$ cat src/rtl/mmio_port_bank_pkg.sv
// rtl/mmio_port_bank_pkg.sv - shared constants for the MMIO port bank
package mmio_port_bank_pkg;

    localparam logic [15:0] DEFAULT_BASE_ADDR = 16'h2000;

    // Control register offsets, relative to BASE_ADDR + NUM_PORTS
    localparam int OFS_STATUS = 0;
    localparam int OFS_IRQEN  = 1;

    function automatic logic [15:0] reg_addr(input logic [15:0] base, input int num_ports, input int ofs);
        return base + 16'(num_ports + ofs);
    endfunction

endpackage

$ cat src/rtl/mmio_port_bank_if.sv
// rtl/mmio_port_bank_if.sv - processor-side memory bus of the MMIO port bank
interface mmio_port_bank_if;

    logic [15:0] memAddr;
    logic        re_L;
    logic        we_L;
    logic [15:0] wrData;
    logic [15:0] rdData;
    logic        rdDrive_L;

    modport master (
        output memAddr, re_L, we_L, wrData,
        input  rdData, rdDrive_L
    );

    modport slave (
        input  memAddr, re_L, we_L, wrData,
        output rdData, rdDrive_L
    );

endinterface

$ cat src/rtl/mmio_sync.sv
// rtl/mmio_sync.sv - two-flop synchronizer for an asynchronous input word
module mmio_sync #(
    parameter int WIDTH = 16
) (
    input  logic             clock,
    input  logic             reset,
    input  logic [WIDTH-1:0] d,
    output logic [WIDTH-1:0] q
);

    logic [WIDTH-1:0] meta_q, meta_d;
    logic [WIDTH-1:0] sync_q, sync_d;

    always_comb begin
        meta_d = d;
        sync_d = meta_q;
    end

    always_ff @(posedge clock) begin
        if (reset) begin
            meta_q <= '0;
            sync_q <= '0;
        end else begin
            meta_q <= meta_d;
            sync_q <= sync_d;
        end
    end

    assign q = sync_q;

endmodule

$ cat src/rtl/mmio_port_bank.sv
// rtl/mmio_port_bank.sv - bank of synchronized input / registered output ports
// with sticky change status and a maskable level interrupt
module mmio_port_bank
    import mmio_port_bank_pkg::*;
#(
    parameter logic [15:0] BASE_ADDR = DEFAULT_BASE_ADDR,
    parameter int          NUM_PORTS = 2
) (
    input  logic                   clock,
    input  logic                   reset,
    mmio_port_bank_if.slave        bus,
    input  logic [NUM_PORTS*16-1:0] SW,
    output logic [NUM_PORTS*16-1:0] LEDR,
    output logic                   irq
);

    localparam logic [15:0] STATUS_ADDR = reg_addr(BASE_ADDR, NUM_PORTS, OFS_STATUS);
    localparam logic [15:0] IRQEN_ADDR  = reg_addr(BASE_ADDR, NUM_PORTS, OFS_IRQEN);

    logic [15:0] sync_w [NUM_PORTS];

    logic [NUM_PORTS*16-1:0] led_q, led_d;
    logic [NUM_PORTS*16-1:0] prev_q, prev_d;
    logic [NUM_PORTS-1:0]    status_q, status_d;
    logic [NUM_PORTS-1:0]    irqen_q, irqen_d;
    logic                    irq_q, irq_d;

    logic [NUM_PORTS-1:0] hit_data;
    logic                 hit_status, hit_irqen, mapped;
    logic                 rd_en, wr_en;
    logic [15:0]          rd_value;

    for (genvar i = 0; i < NUM_PORTS; i++) begin : g_port
        mmio_sync #(.WIDTH(16)) u_sync (
            .clock (clock),
            .reset (reset),
            .d     (SW[i*16 +: 16]),
            .q     (sync_w[i])
        );
    end

    // Exact 16-bit compares; BASE_ADDR + offset wraps naturally
    always_comb begin
        hit_data = '0;
        for (int i = 0; i < NUM_PORTS; i++) begin
            hit_data[i] = (bus.memAddr == BASE_ADDR + 16'(i));
        end
        hit_status = (bus.memAddr == STATUS_ADDR);
        hit_irqen  = (bus.memAddr == IRQEN_ADDR);
        mapped     = (|hit_data) | hit_status | hit_irqen;
        rd_en      = ~bus.re_L & mapped;
        wr_en      = ~bus.we_L;
    end

    always_comb begin
        rd_value = 16'h0000;
        for (int i = 0; i < NUM_PORTS; i++) begin
            if (hit_data[i]) rd_value = sync_w[i];
        end
        if (hit_status) rd_value = 16'(status_q);
        if (hit_irqen)  rd_value = 16'(irqen_q);
    end

    assign bus.rdDrive_L = ~rd_en;
    assign bus.rdData    = rd_en ? rd_value : 16'h0000;

    always_comb begin
        led_d    = led_q;
        prev_d   = prev_q;
        status_d = status_q;
        irqen_d  = irqen_q;
        for (int i = 0; i < NUM_PORTS; i++) begin
            prev_d[i*16 +: 16] = sync_w[i];
            if (wr_en && hit_data[i]) led_d[i*16 +: 16] = bus.wrData;
        end
        if (wr_en && hit_status) status_d = status_q & ~bus.wrData[NUM_PORTS-1:0];
        if (wr_en && hit_irqen)  irqen_d  = bus.wrData[NUM_PORTS-1:0];
        // Change events are applied after the W1C so a coincident set wins
        for (int i = 0; i < NUM_PORTS; i++) begin
            if (sync_w[i] != prev_q[i*16 +: 16]) status_d[i] = 1'b1;
        end
        irq_d = |(status_q & irqen_q);
    end

    always_ff @(posedge clock) begin
        if (reset) begin
            led_q    <= '0;
            prev_q   <= '0;
            status_q <= '0;
            irqen_q  <= '0;
            irq_q    <= 1'b0;
        end else begin
            led_q    <= led_d;
            prev_q   <= prev_d;
            status_q <= status_d;
            irqen_q  <= irqen_d;
            irq_q    <= irq_d;
        end
    end

    assign LEDR = led_q;
    assign irq  = irq_q;

endmodule

$ cat src/flat_wrapper.sv
// flat-port wrapper written by rule: the top's interface ports become plain ports
module mmio_port_bank_flat import mmio_port_bank_pkg::*;
#(
    parameter logic [15:0] BASE_ADDR = DEFAULT_BASE_ADDR,
    parameter int          NUM_PORTS = 2
)
  (clock, reset, SW, LEDR, irq, bus_memAddr, bus_re_L, bus_we_L, bus_wrData, bus_rdData, bus_rdDrive_L);
  mmio_port_bank_if bus_i ();
  input  logic clock;
  input  logic reset;
  input  logic [NUM_PORTS*16-1:0] SW;
  output logic [NUM_PORTS*16-1:0] LEDR;
  output logic irq;
  input wire logic [$bits(bus_i.memAddr)-1:0] bus_memAddr;
  input wire logic [$bits(bus_i.re_L)-1:0] bus_re_L;
  input wire logic [$bits(bus_i.we_L)-1:0] bus_we_L;
  input wire logic [$bits(bus_i.wrData)-1:0] bus_wrData;
  output wire logic [$bits(bus_i.rdData)-1:0] bus_rdData;
  output wire logic [$bits(bus_i.rdDrive_L)-1:0] bus_rdDrive_L;
  assign bus_i.memAddr = bus_memAddr;
  assign bus_i.re_L = bus_re_L;
  assign bus_i.we_L = bus_we_L;
  assign bus_i.wrData = bus_wrData;
  assign bus_rdData = bus_i.rdData;
  assign bus_rdDrive_L = bus_i.rdDrive_L;
  mmio_port_bank #(.BASE_ADDR(BASE_ADDR), .NUM_PORTS(NUM_PORTS)) u_core (.clock(clock), .reset(reset), .bus(bus_i), .SW(SW), .LEDR(LEDR), .irq(irq));
endmodule
$ cat config.mk
export PLATFORM = sky130hd
export DESIGN_NAME = mmio_port_bank_flat
export DESIGN_NICKNAME = d
export VERILOG_FILES = /design/src/rtl/mmio_port_bank_pkg.sv /design/src/rtl/mmio_port_bank_if.sv /design/src/rtl/mmio_sync.sv /design/src/rtl/mmio_port_bank.sv /design/src/flat_wrapper.sv
export SDC_FILE = /design/constraint.sdc
export NUM_CORES = 1
export LEC_CHECK = 0
export BUFFER_PORTS_ARGS = -buffer_cell sky130_fd_sc_hd__buf_4
export CAP_MARGIN = 20
export CORE_MARGIN = 2
export CORE_UTILIZATION = 47
export DETAILED_ROUTE_END_ITERATION = 6
export PLACE_DENSITY = 0.72
export SLEW_MARGIN = 20
export SYNTH_ARGS = -nofsm -noshare
export SYNTH_HDL_FRONTEND = slang
export SYNTH_SLANG_ARGS = --single-unit
$ cat constraint.sdc
create_clock -name clock -period 5.3 [get_ports clock]
set_clock_uncertainty 0.2 [all_clocks]
set_input_delay 1.06 -clock clock [delete_from_list [all_inputs] [get_ports clock]]
set_output_delay 1.06 -clock clock [all_outputs]
set_load 0.005 [all_outputs]
### Word-level counts from Yosys, hierarchy flattened

Cells that the tools add are included.

| storage, ports and cells | value |
|---|---|
| bits in registers | 133 |
| input bits | 68 |
| output and inout bits | 50 |
| word-level logic and storage cells | 42 |

| operators by class | value |
|---|---|
| equal/unequal tests | 6 |
| multiplexer cells | 8 |
| bitwise gates (word level) | 9 |
| reduce and logical (&&, ||, !) cells | 8 |

Operators by type and width:

| kind | count |
|---|---|
| $mux W16 | 5 |
| $eq A16 B14 Y1 const B | 4 |
| $ne A16 B16 Y1 | 2 |
| $and A2 B2 Y2 | 2 |
| $logic_and A1 B1 Y1 | 4 |
| $reduce_bool A2 Y1 | 2 |
| $reduce_or A2 Y1 | 2 |
| $not A1 Y1 | 3 |
| $mux W1 | 2 |
| $mux W2 | 1 |
| $not A2 Y2 | 1 |
| $or A1 B1 Y1 | 2 |
| $and A1 B1 Y1 | 1 |

### Logic depth before layout (Yosys ltp)

Gate-level depths: netlist of the first run.

| logic depth | value |
|---|---|
| depth in word-level cells | 6 |
| gate-level depth with buffers | 6 |
| mapped depth without buffers | 4 |

### Hierarchy

Synthesis of the first run repeated with hierarchy kept, for this count alone.

| unflattened totals | value |
|---|---|
| cell total of the unflattened synthesis | 469 |
| area, all modules | 4707.0 um2 |

Modules (own cells, without submodules):

| module | times used | cells an instance | area each (um2) | seq. area each (um2) |
|---|---|---|---|---|
| mmio_port_bank | 1 | 335 | 2980.4 | 1381.3 |
| mmio_sync | 2 | 67 | 863.3 | 640.6 |

### Worst setup path before layout of the first run

No wires, ideal clock.

| path | value |
|---|---|
| path kind | input to output |
| start point | input port bus_memAddr[6] |
| end point | output port bus_rdData[10] |
| arrival | 2143 ps |
| data required time | 4040 ps |
| slack | 1897 ps |
| cell stages on the path | 5 |
| path buffers | 1 |
| cell sequence | nor4_4 > nand4_4 > nor3b_4 > buf_6 > a22o_1 |

| on the way | value |
|---|---|
| word-level cells in the longest chain between the ends | 6 |
| elaborated cells between the ends (all ways) | 13 |
| classes of those cells | eq/ne (4); mux (5); bitwise (3); reduce/logical (1) |

Ends and longest elaborated chain:

| item | RTL line | text |
|---|---|---|
| from (decl) | flat_wrapper.sv:14 | `input wire logic [$bits(bus_i.memAddr)-1:0] bus_memAddr;` |
| $eq A16 B14 Y1 | mmio_port_bank.sv:46 | `hit_data[i] = (bus.memAddr == BASE_ADDR + 16'(i));` |
| $mux W16 / $reduce_or A2 Y1 (equally long branches) | mmio_port_bank.sv:58, mmio_port_bank.sv:50 |  |
| $mux W16 / $or A1 B1 Y1 (equally long branches) | mmio_port_bank.sv:58, mmio_port_bank.sv:50 |  |
| $mux W16 / $or A1 B1 Y1 (equally long branches) | mmio_port_bank.sv:60, mmio_port_bank.sv:50 |  |
| $mux W16 / $and A1 B1 Y1 (equally long branches) | mmio_port_bank.sv:61, mmio_port_bank.sv:51 |  |
| $mux W16 * | mmio_port_bank.sv:65 | `assign bus.rdData = rd_en ? rd_value : 16'h0000;` |
| to (decl) | flat_wrapper.sv:18 | `output wire logic [$bits(bus_i.rdData)-1:0] bus_rdData;` |

Mark *: on every way between the ends. The rest lies on a longest branch, timed or not.

### Worst setup path after layout of the first run

| path | value |
|---|---|
| start point | input port bus_memAddr[1] |
| end point | output port bus_rdData[6] |

Same word-level chain as after synthesis.

==> results of run 1 <==
## cells by family after synthesis
group	share of synthesized area, %
mux	1.14
compound gates	10.0
flops	55.4
xor+xnor	5.83
buf+inv	3.51
simple gates	24.1
## flip-flops by register name, indices dropped and copies added (netlist names)
signal and count:
u_core.LEDR 32, u_core.irqen_q 2, u_core.prev_q 32, u_core.status_q 2
u_core.g_port.u_sync.q 32, u_core.irq 1, u_core.g_port.u_sync.meta_q 32
## Yosys cell counts (all sizes together) (3+ instances only)
cell type  instances  area share (%)
a21oi             36             3.7
a22o              13             2.4
buf                9             1.6
clkbuf            25             2.0
dfxtp            133              55
nand4             12             1.9
nand4b            32             5.8
nor2               3            0.23
nor2b             99              13
nor3               3            0.42
nor4               4             1.1
o21ai             36             3.7
xnor2             32             5.8
## critical path: stages
cell	delay, ps
buf_4	210
nor3_1	290
nand4_4	450
nor3b_4	670
a22o_1	270
buf_4	120
## power by group through the flow
| stage | clock [mW] | combinational [mW] | sequential (mW) |
|---|---|---|---|
| after global placement | 0 | 0.124 | 1.07 |
| final | 1.09 | 0.127 | 1.05 |
| after global routing | 1.15 | 0.139 | 1.05 |
| after CTS | 1.11 | 0.127 | 1.05 |
| after detailed placement | 0 | 0.126 | 1.07 |
| after floorplan | 0 | 0.0709 | 1.06 |
## metal layers
layer	global-route usage (%)	vias to the layer above
met1	25.7	1695
met4	5.81	0
li1	-	1765
met3	6.43	13
met2	31.8	139
met5	0	-
## worst max path at each step
stage	slack (ps)	startpoint	to	cells after the start
after floorplan	1900	bus_memAddr[6]	bus_rdData[10]	5
after global placement	1020	bus_memAddr[1]	bus_rdData[11]	6
after detailed placement	990	bus_memAddr[1]	bus_rdData[11]	6
after CTS	970	bus_memAddr[1]	bus_rdData[6]	6
after global routing	790	bus_memAddr[1]	bus_rdData[10]	6
final	950	bus_memAddr[1]	bus_rdData[6]	6
## final cells by class
cell class	count	area (sq um)	share of cell area, %
repair buffers	121	908	14.5
flip-flops and latches	133	2660	42.4
well taps	133	166	2.65
multi-input cells	283	1980	31.5
clock buffers	17	414	6.60
clock inverters	15	148	2.35
==> impl_metrics.json, run 1 <==
{
  "pre_cts_ws_ps": 992,
  "viasPerCell": 5.15,
  "cts_setup_buffers": 0,
  "relSlewSlack_pct": 49.0,
  "clockRootBuffer": "clkbuf_8",
  "rr_endpoint": "u_core.status_q[1]",
  "start_kind": "input pin",
  "whs_path_depth": 1,
  "rows": 36,
  "internal_power_mw": 1.74,
  "initial_core_util_pct": 48.7,
  "grt_pass1_vias": 3386,
  "wl_met1_um": 4730,
  "grt_util_all_layers_pct": 19.9,
  "tritoncts": "yes",
  "final_cell_area_sq_um": 6280,
  "pin_count": 118,
  "drv_cap": 0,
  "ys_seq_area_share_pct": 55.4,
  "cts_buffers": 17,
  "cts_hold_buf": 0,
  "min_period_over_period_pct": 82.0,
  "tns_ps": 0,
  "antenna_found_initial": 0,
  "final_layout_size_suffix_gt1_share_pct": 28.6,
  "totalPowerFinal_mw": 2.26,
  "die_x_um": 105,
  "worstHoldPathType": "reg -> reg",
  "r2r_slack_ps": 3680,
  "synth.cell_area_sq_um": 4810,
  "worst_pin_slew_ps": 765,
  "slew_violations": 0,
  "top_layer": "met4",
  "drc": 0,
  "htreeDepth": 4,
  "portBuffers": 117,
  "wl_um": 10600,
  "switchingPower_uw": 529,
  "ys_seq_elements": 133,
  "route.detailed.wl_per_inst_um": 15.1,
  "antennaDiodeCount": 0,
  "max_freq_ghz": 0.230,
  "place_congestion": 0.811,
  "synth_nets": 518,
  "met3_length_um": 662,
  "clk_path_buf_depth": 2,
  "cts_resized": 0,
  "grt_max_degree": 83,
  "coreArea_sq_um": 9860,
  "dieArea_sq_um": 11100,
  "yosys_warnings": 0,
  "seqPwrFrac_pct": 46.3,
  "overflow": 0,
  "dp_cells": 670,
  "crit_path_end_kind": "primary output",
  "rr_worst_depth": 4,
  "crit_path_max_fanout": 40,
  "power_density_nw_per_um2": 361,
  "ys.flop_type": "dfxtp_1",
  "required_ps": 4040,
  "rsz0062_at_grt": "false",
  "setup_viol": 0,
  "dpl-instance-area_sq_um": 5710,
  "crit_type": "in -> out",
  "outcome": "finished, final reports clean",
  "layout_setup_ws_ps": 954,
  "hold_slack_ps": 236,
  "power_frac_clock_pct": 48.1,
  "final_common_cell": "dfxtp_1",
  "swShare_pct": 23.4,
  "final_cell_mix": "dfxtp_1, buf_4, nor2b_1, a21oi_1",
  "synth_edf_count": 0,
  "post-route-util_pct": 63.6,
  "drt-pass1-iter-count": 5,
  "drt_iter0_markers": 174,
  "ir_drop_v": 0.000234,
  "routed-via-count": 3612,
  "worstHoldStart": "u_core.g_port[0].u_sync.meta_q[1]",
  "final_net_count": 624,
  "clk_pin_slew_ps": 60,
  "period_needed_ps": 4350,
  "async_flop_share_pct": 0,
  "final_cells": 702,
  "cp.arrival_ps": 3090,
  "min_to": "u_core.g_port[0].u_sync.q[1]",
  "pwr-share-comb_pct": 5.6,
  "worstSkewPairLatency_ps": 510,
  "syn_to_final_growth_pct": 30.6,
  "cts_num_sinks": 133,
  "synth_cells": 450,
  "fillers": 792,
  "p_leak_nw": 2.45,
  "reg2reg_from": "u_core.g_port[1].u_sync.q[2]",
  "finalHoldViolCount": 0,
  "ant_nets": 0,
  "wl_met2_um": 5120,
  "grt_pass1_wl_um": 17200,
  "die_h_um": 105,
  "synth_cell_type_count": 29,
  "dp_hpwl_um": 7220,
  "syn_area_per_cell_sq_um": 10.7
}
(Power assumes the default switching activity.)
==> inputs of run 2 (changes only) <==
clock period = 4.4 ns   (was 5.3 ns; I/O delays follow)
==> run 2 against run 1 <==
Critical endpoint is now bus_rdData[8]; highest routed layer unchanged; design area down 0.42%; largest power group is now sequential cells; register-to-register slack worse by 830 ps; die area unchanged; largest cell class unchanged; worst setup slack worse by 130 ps; via count down 1.2%; non-clock buffer count up 2; worst hold slack worse by 0.82 ps.
==> impl_metrics.json, run 2 (synthesized netlist as in run 1, its figures left out) <==
{
  "route.detailed.wl_per_inst_um": 15.4,
  "period_needed_ps": 3580,
  "place_congestion": 0.785,
  "dp_hpwl_um": 7440,
  "overflow": 0,
  "ant_nets": 0,
  "coreArea_sq_um": 9860,
  "hold_slack_ps": 235,
  "setup_viol": 0,
  "pwr-share-comb_pct": 5.8,
  "cts_hold_buf": 0,
  "htreeDepth": 4,
  "dieArea_sq_um": 11100,
  "finalHoldViolCount": 0,
  "drt_iter0_markers": 168,
  "dpl-instance-area_sq_um": 5730,
  "cts_resized": 0,
  "grt_max_degree": 50,
  "final_net_count": 626,
  "antennaDiodeCount": 0,
  "final_cell_area_sq_um": 6250,
  "final_layout_size_suffix_gt1_share_pct": 28.7,
  "start_kind": "input pin",
  "tns_ps": 0,
  "die_x_um": 105,
  "ir_drop_v": 0.000236,
  "drv_cap": 0,
  "slew_violations": 0,
  "crit_path_end_kind": "primary output",
  "multi_input_area_sq_um": 1980,
  "power_frac_clock_pct": 46.3,
  "relSlewSlack_pct": 51.3,
  "rsz0062_at_grt": "false",
  "clockRootBuffer": "clkbuf_8",
  "crit_path_max_fanout": 40,
  "p_leak_nw": 2.43,
  "rows": 36,
  "cts_buffers": 17,
  "worst_pin_slew_ps": 727,
  "cts_setup_buffers": 0,
  "final_cell_mix": "dfxtp_1, buf_4, nor2b_1, a21oi_1",
  "swShare_pct": 23.4,
  "final_common_cell": "dfxtp_1",
  "power_density_nw_per_um2": 422,
  "clk_path_buf_depth": 2,
  "routed-via-count": 3568,
  "syn_to_final_growth_pct": 30.0,
  "wl_um": 10800,
  "worstSkewPairLatency_ps": 510,
  "crit_type": "in -> out",
  "required_ps": 3320,
  "internal_power_mw": 2.02,
  "pin_count": 118,
  "drc": 0,
  "antenna_found_initial": 0,
  "drt-pass1-iter-count": 5,
  "seqPwrFrac_pct": 47.8,
  "max_freq_ghz": 0.280,
  "grt_pass1_wl_um": 17200,
  "grt_pass1_vias": 3523,
  "die_h_um": 105,
  "cp.arrival_ps": 2500,
  "worstHoldPathType": "reg -> reg",
  "clk_pin_slew_ps": 60,
  "initial_core_util_pct": 48.7,
  "grt_util_all_layers_pct": 19.9,
  "min_period_over_period_pct": 81.3,
  "portBuffers": 117,
  "outcome": "finished, final reports clean",
  "tritoncts": "yes",
  "viasPerCell": 5.07,
  "seqCellArea_sq_um": 2660,
  "cts_num_sinks": 133,
  "switchingPower_uw": 618,
  "fillers": 804
}
-- run 2: cell count changes in the layout (fill, tap and decap cells not counted), sizes merged --
cell | previous run | this run
buf | 121 | 123
inv | 6 | 4
clkbuf | 17 | 18
bufinv | 1 | 0
clkinv | 7 | 6
clkinvlp | 1 | 4
-- run 2: final cells by class --
cell class / instances / share of cell area, %
clock buffer: 18 / 6.68
sequential: 133 / 42.6
timing repair buffer: 123 / 14.8
tap: 133 / 2.66
clock inverter: 14 / 1.64
multi-input combinational: 283 / 31.7
-- run 2: path summary, 6_finish.rpt --
path                                     start                           end  slack (ps)  depth (start not counted)
max                             bus_memAddr[1]                 bus_rdData[8]         820                          6
max reg2reg       u_core.g_port[1].u_sync.q[2]            u_core.status_q[1]        2850                          4
min          u_core.g_port[0].u_sync.meta_q[8]  u_core.g_port[0].u_sync.q[8]         230                          1
min reg2reg  u_core.g_port[0].u_sync.meta_q[8]  u_core.g_port[0].u_sync.q[8]         230                          1
-- run 2: worst max-delay path: stages --
cell and delay (ps):
buf_4 210, nor3_1 290, nand4_4 160, nor3b_4 580
a22o_1 260, buf_4 110
-- run 2: layer usage --
| metal | global-route usage (%) | vias to the layer above | wire length, um | share of wire, % |
|---|---|---|---|---|
| met1 | 24.4 | 1648 | 4770 | 44 |
| met2 | 33.3 | 138 | 5190 | 48 |
| met5 | 0 | - | 0 | 0 |
| met4 | 6.19 | 0 | 140 | 1.3 |
| li1 | - | 1768 | - | - |
| met3 | 6.18 | 14 | 724 | 6.7 |
-- run 2: power by group through the flow --
| stage | clock (mW) | combinational [mW] | sequential (mW) |
|---|---|---|---|
| 2_1_floorplan | 0 | 0.0854 | 1.28 |
| 3_3_place_gp | 0 | 0.149 | 1.29 |
| 3_5_place_dp | 0 | 0.153 | 1.29 |
| 4_1_cts | 1.24 | 0.154 | 1.26 |
| 5_1_grt | 1.29 | 0.167 | 1.27 |
| 6_report | 1.22 | 0.153 | 1.26 |
-- run 2: through the flow --
step,total power [mW],setup slack [ps],std cells,utilization [%]
floorplan,1.37,1360,450,-
global placement,1.44,901,672,58.1
detailed placement,1.44,874,672,58.1
CTS,2.66,861,704,63.4
global route,2.73,728,704,63.4
finish,2.64,823,704,63.4
==> inputs of run 3 (changes only) <==
clock period = 3.4 ns   (was 4.4 ns; I/O delays follow)
==> run 3 against run 2 <==
Via count up 2.7%; critical path depth up 1; cell count up 0.28%; routed wire length down 1.1%; design area up 1.5%; largest power group is now the clock network.
==> impl_metrics.json, run 3 (synthesized netlist as in run 1, its figures left out) <==
{
  "grt_util_all_layers_pct": 19.7,
  "seqPwrFrac_pct": 45.2,
  "cts_resized": 0,
  "tritoncts": "yes",
  "min_period_over_period_pct": 87.0,
  "pin_count": 118,
  "cp.arrival_ps": 2080,
  "clockRootBuffer": "clkbuf_8",
  "dieArea_sq_um": 11100,
  "routed-via-count": 3665,
  "p_leak_nw": 2.48,
  "final_layout_size_suffix_gt1_share_pct": 29.0,
  "crit_chain": "buf_4 > nor4_4 > nand4_4 > nor3b_4 > buf_4 > a22o_1 > buf_4",
  "max_freq_ghz": 0.338,
  "rows": 36,
  "clk_pin_slew_ps": 60,
  "worstHoldPathType": "in -> reg",
  "grt_pass1_vias": 3397,
  "drt-pass1-iter-count": 4,
  "worstSkewPairLatency_ps": 500,
  "portBuffers": 117,
  "syn_to_final_growth_pct": 32.0,
  "finalHoldViolCount": 0,
  "cts_hold_buf": 0,
  "period_needed_ps": 2960,
  "crit_path_max_fanout": 13,
  "critPathMostFrequentCell": "buf_4",
  "critPathBufInv": 3,
  "setup_viol": 0,
  "place_congestion": 0.803,
  "antenna_found_initial": 0,
  "cpLargestDelayFamily": "simple AND/OR/NAND/NOR gates",
  "ir_drop_v": 0.000302,
  "clk_path_buf_depth": 2,
  "htreeDepth": 4,
  "rsz0062_at_grt": "false",
  "grt_max_degree": 72,
  "tns_ps": 0,
  "relSlewSlack_pct": 51.5,
  "cpPeakStageDelay_ps": 360,
  "die_h_um": 105,
  "antennaDiodeCount": 0,
  "worst_pin_slew_ps": 727,
  "fillers": 792,
  "cts_setup_buffers": 0,
  "cts_num_sinks": 133,
  "dpl-instance-area_sq_um": 5760,
  "route.detailed.wl_per_inst_um": 15.2,
  "crit_path_end_kind": "primary output",
  "slew_violations": 0,
  "drt_iter0_markers": 155,
  "outcome": "finished, final reports clean",
  "final_net_count": 628,
  "start_kind": "input pin",
  "coreArea_sq_um": 9860,
  "drv_cap": 0,
  "drc": 0,
  "die_x_um": 105,
  "final_cell_area_sq_um": 6350,
  "viasPerCell": 5.19,
  "swShare_pct": 22.5,
  "wl_um": 10700,
  "pwr-share-comb_pct": 5.6,
  "switchingPower_uw": 813,
  "required_ps": 2520,
  "crit_type": "in -> out",
  "overflow": 0,
  "initial_core_util_pct": 48.7,
  "final_common_cell": "dfxtp_1",
  "power_density_nw_per_um2": 569,
  "internal_power_mw": 2.80,
  "cpMaxStageDelayCell": "nor4_4",
  "grt_pass1_wl_um": 17200,
  "final_cell_mix": "dfxtp_1, buf_4, nor2b_1, a21oi_1",
  "ant_nets": 0,
  "dp_hpwl_um": 7260,
  "cts_buffers": 17,
  "power_frac_clock_pct": 49.3
}
==> run 3: path summary, 6_finish.rpt <==
kind                                          start                                 to  slack [ps]  cells past startpoint
setup / recovery                    bus_memAddr[15]                     bus_rdData[10]         440                      7
hold / removal                               SW[24]  u_core.g_port[1].u_sync.meta_q[8]         180                      2
setup reg to reg       u_core.g_port[1].u_sync.q[2]                 u_core.status_q[1]        1850                      4
hold reg to reg   u_core.g_port[0].u_sync.meta_q[5]       u_core.g_port[0].u_sync.q[5]         240                      1
==> run 3: layout make-up <==
class / count / area (sq um) / area share [%]
clock buffer: 18 / 428 / 6.74
clock inverter: 14 / 164 / 2.58
multi-input combinational: 283 / 1980 / 31.1
sequential: 133 / 2660 / 41.9
tap: 133 / 166 / 2.62
timing repair buffer: 125 / 951 / 15.0
==> run 3: stage by stage <==
step                      worst slack [ps]  instances  hold WS (ps)  power (mW)  utilization [%]
after floorplan                        757        450           214        1.77                -
after global placement                 515        674           217        1.86             58.4
after detailed placement               458        674           223        1.87             58.4
after CTS                              443        706           153        3.66             64.4
after global routing                   368        706           160        3.75             64.4
final                                  441        706           180        3.61             64.4
==> run 3: power by group through the flow <==
stage / clock network, mW / logic, mW / registers, mW
floorplan: 0 / 0.110 / 1.66
global route: 1.89 / 0.219 / 1.64
finish: 1.78 / 0.201 / 1.63
CTS: 1.82 / 0.202 / 1.63
global placement: 0 / 0.196 / 1.67
detailed placement: 0 / 0.200 / 1.67
==> run 3: layer usage <==
metal  wire length [um]  global-route usage [%]  vias up
met5                  0                       0        -
met4                 89                    6.10        0
met3                697                    6.11       10
met2               5210                    31.7      143
met1               4710                    25.4     1738
li1                   -                       -     1774
==> run 3: worst reg2reg max path, stage by stage, from the launching register on <==
cell	delay, ps
dfxtp_1	340
xnor2_1	240
nand4_1	140
nor4_1	360
a21oi_1	110
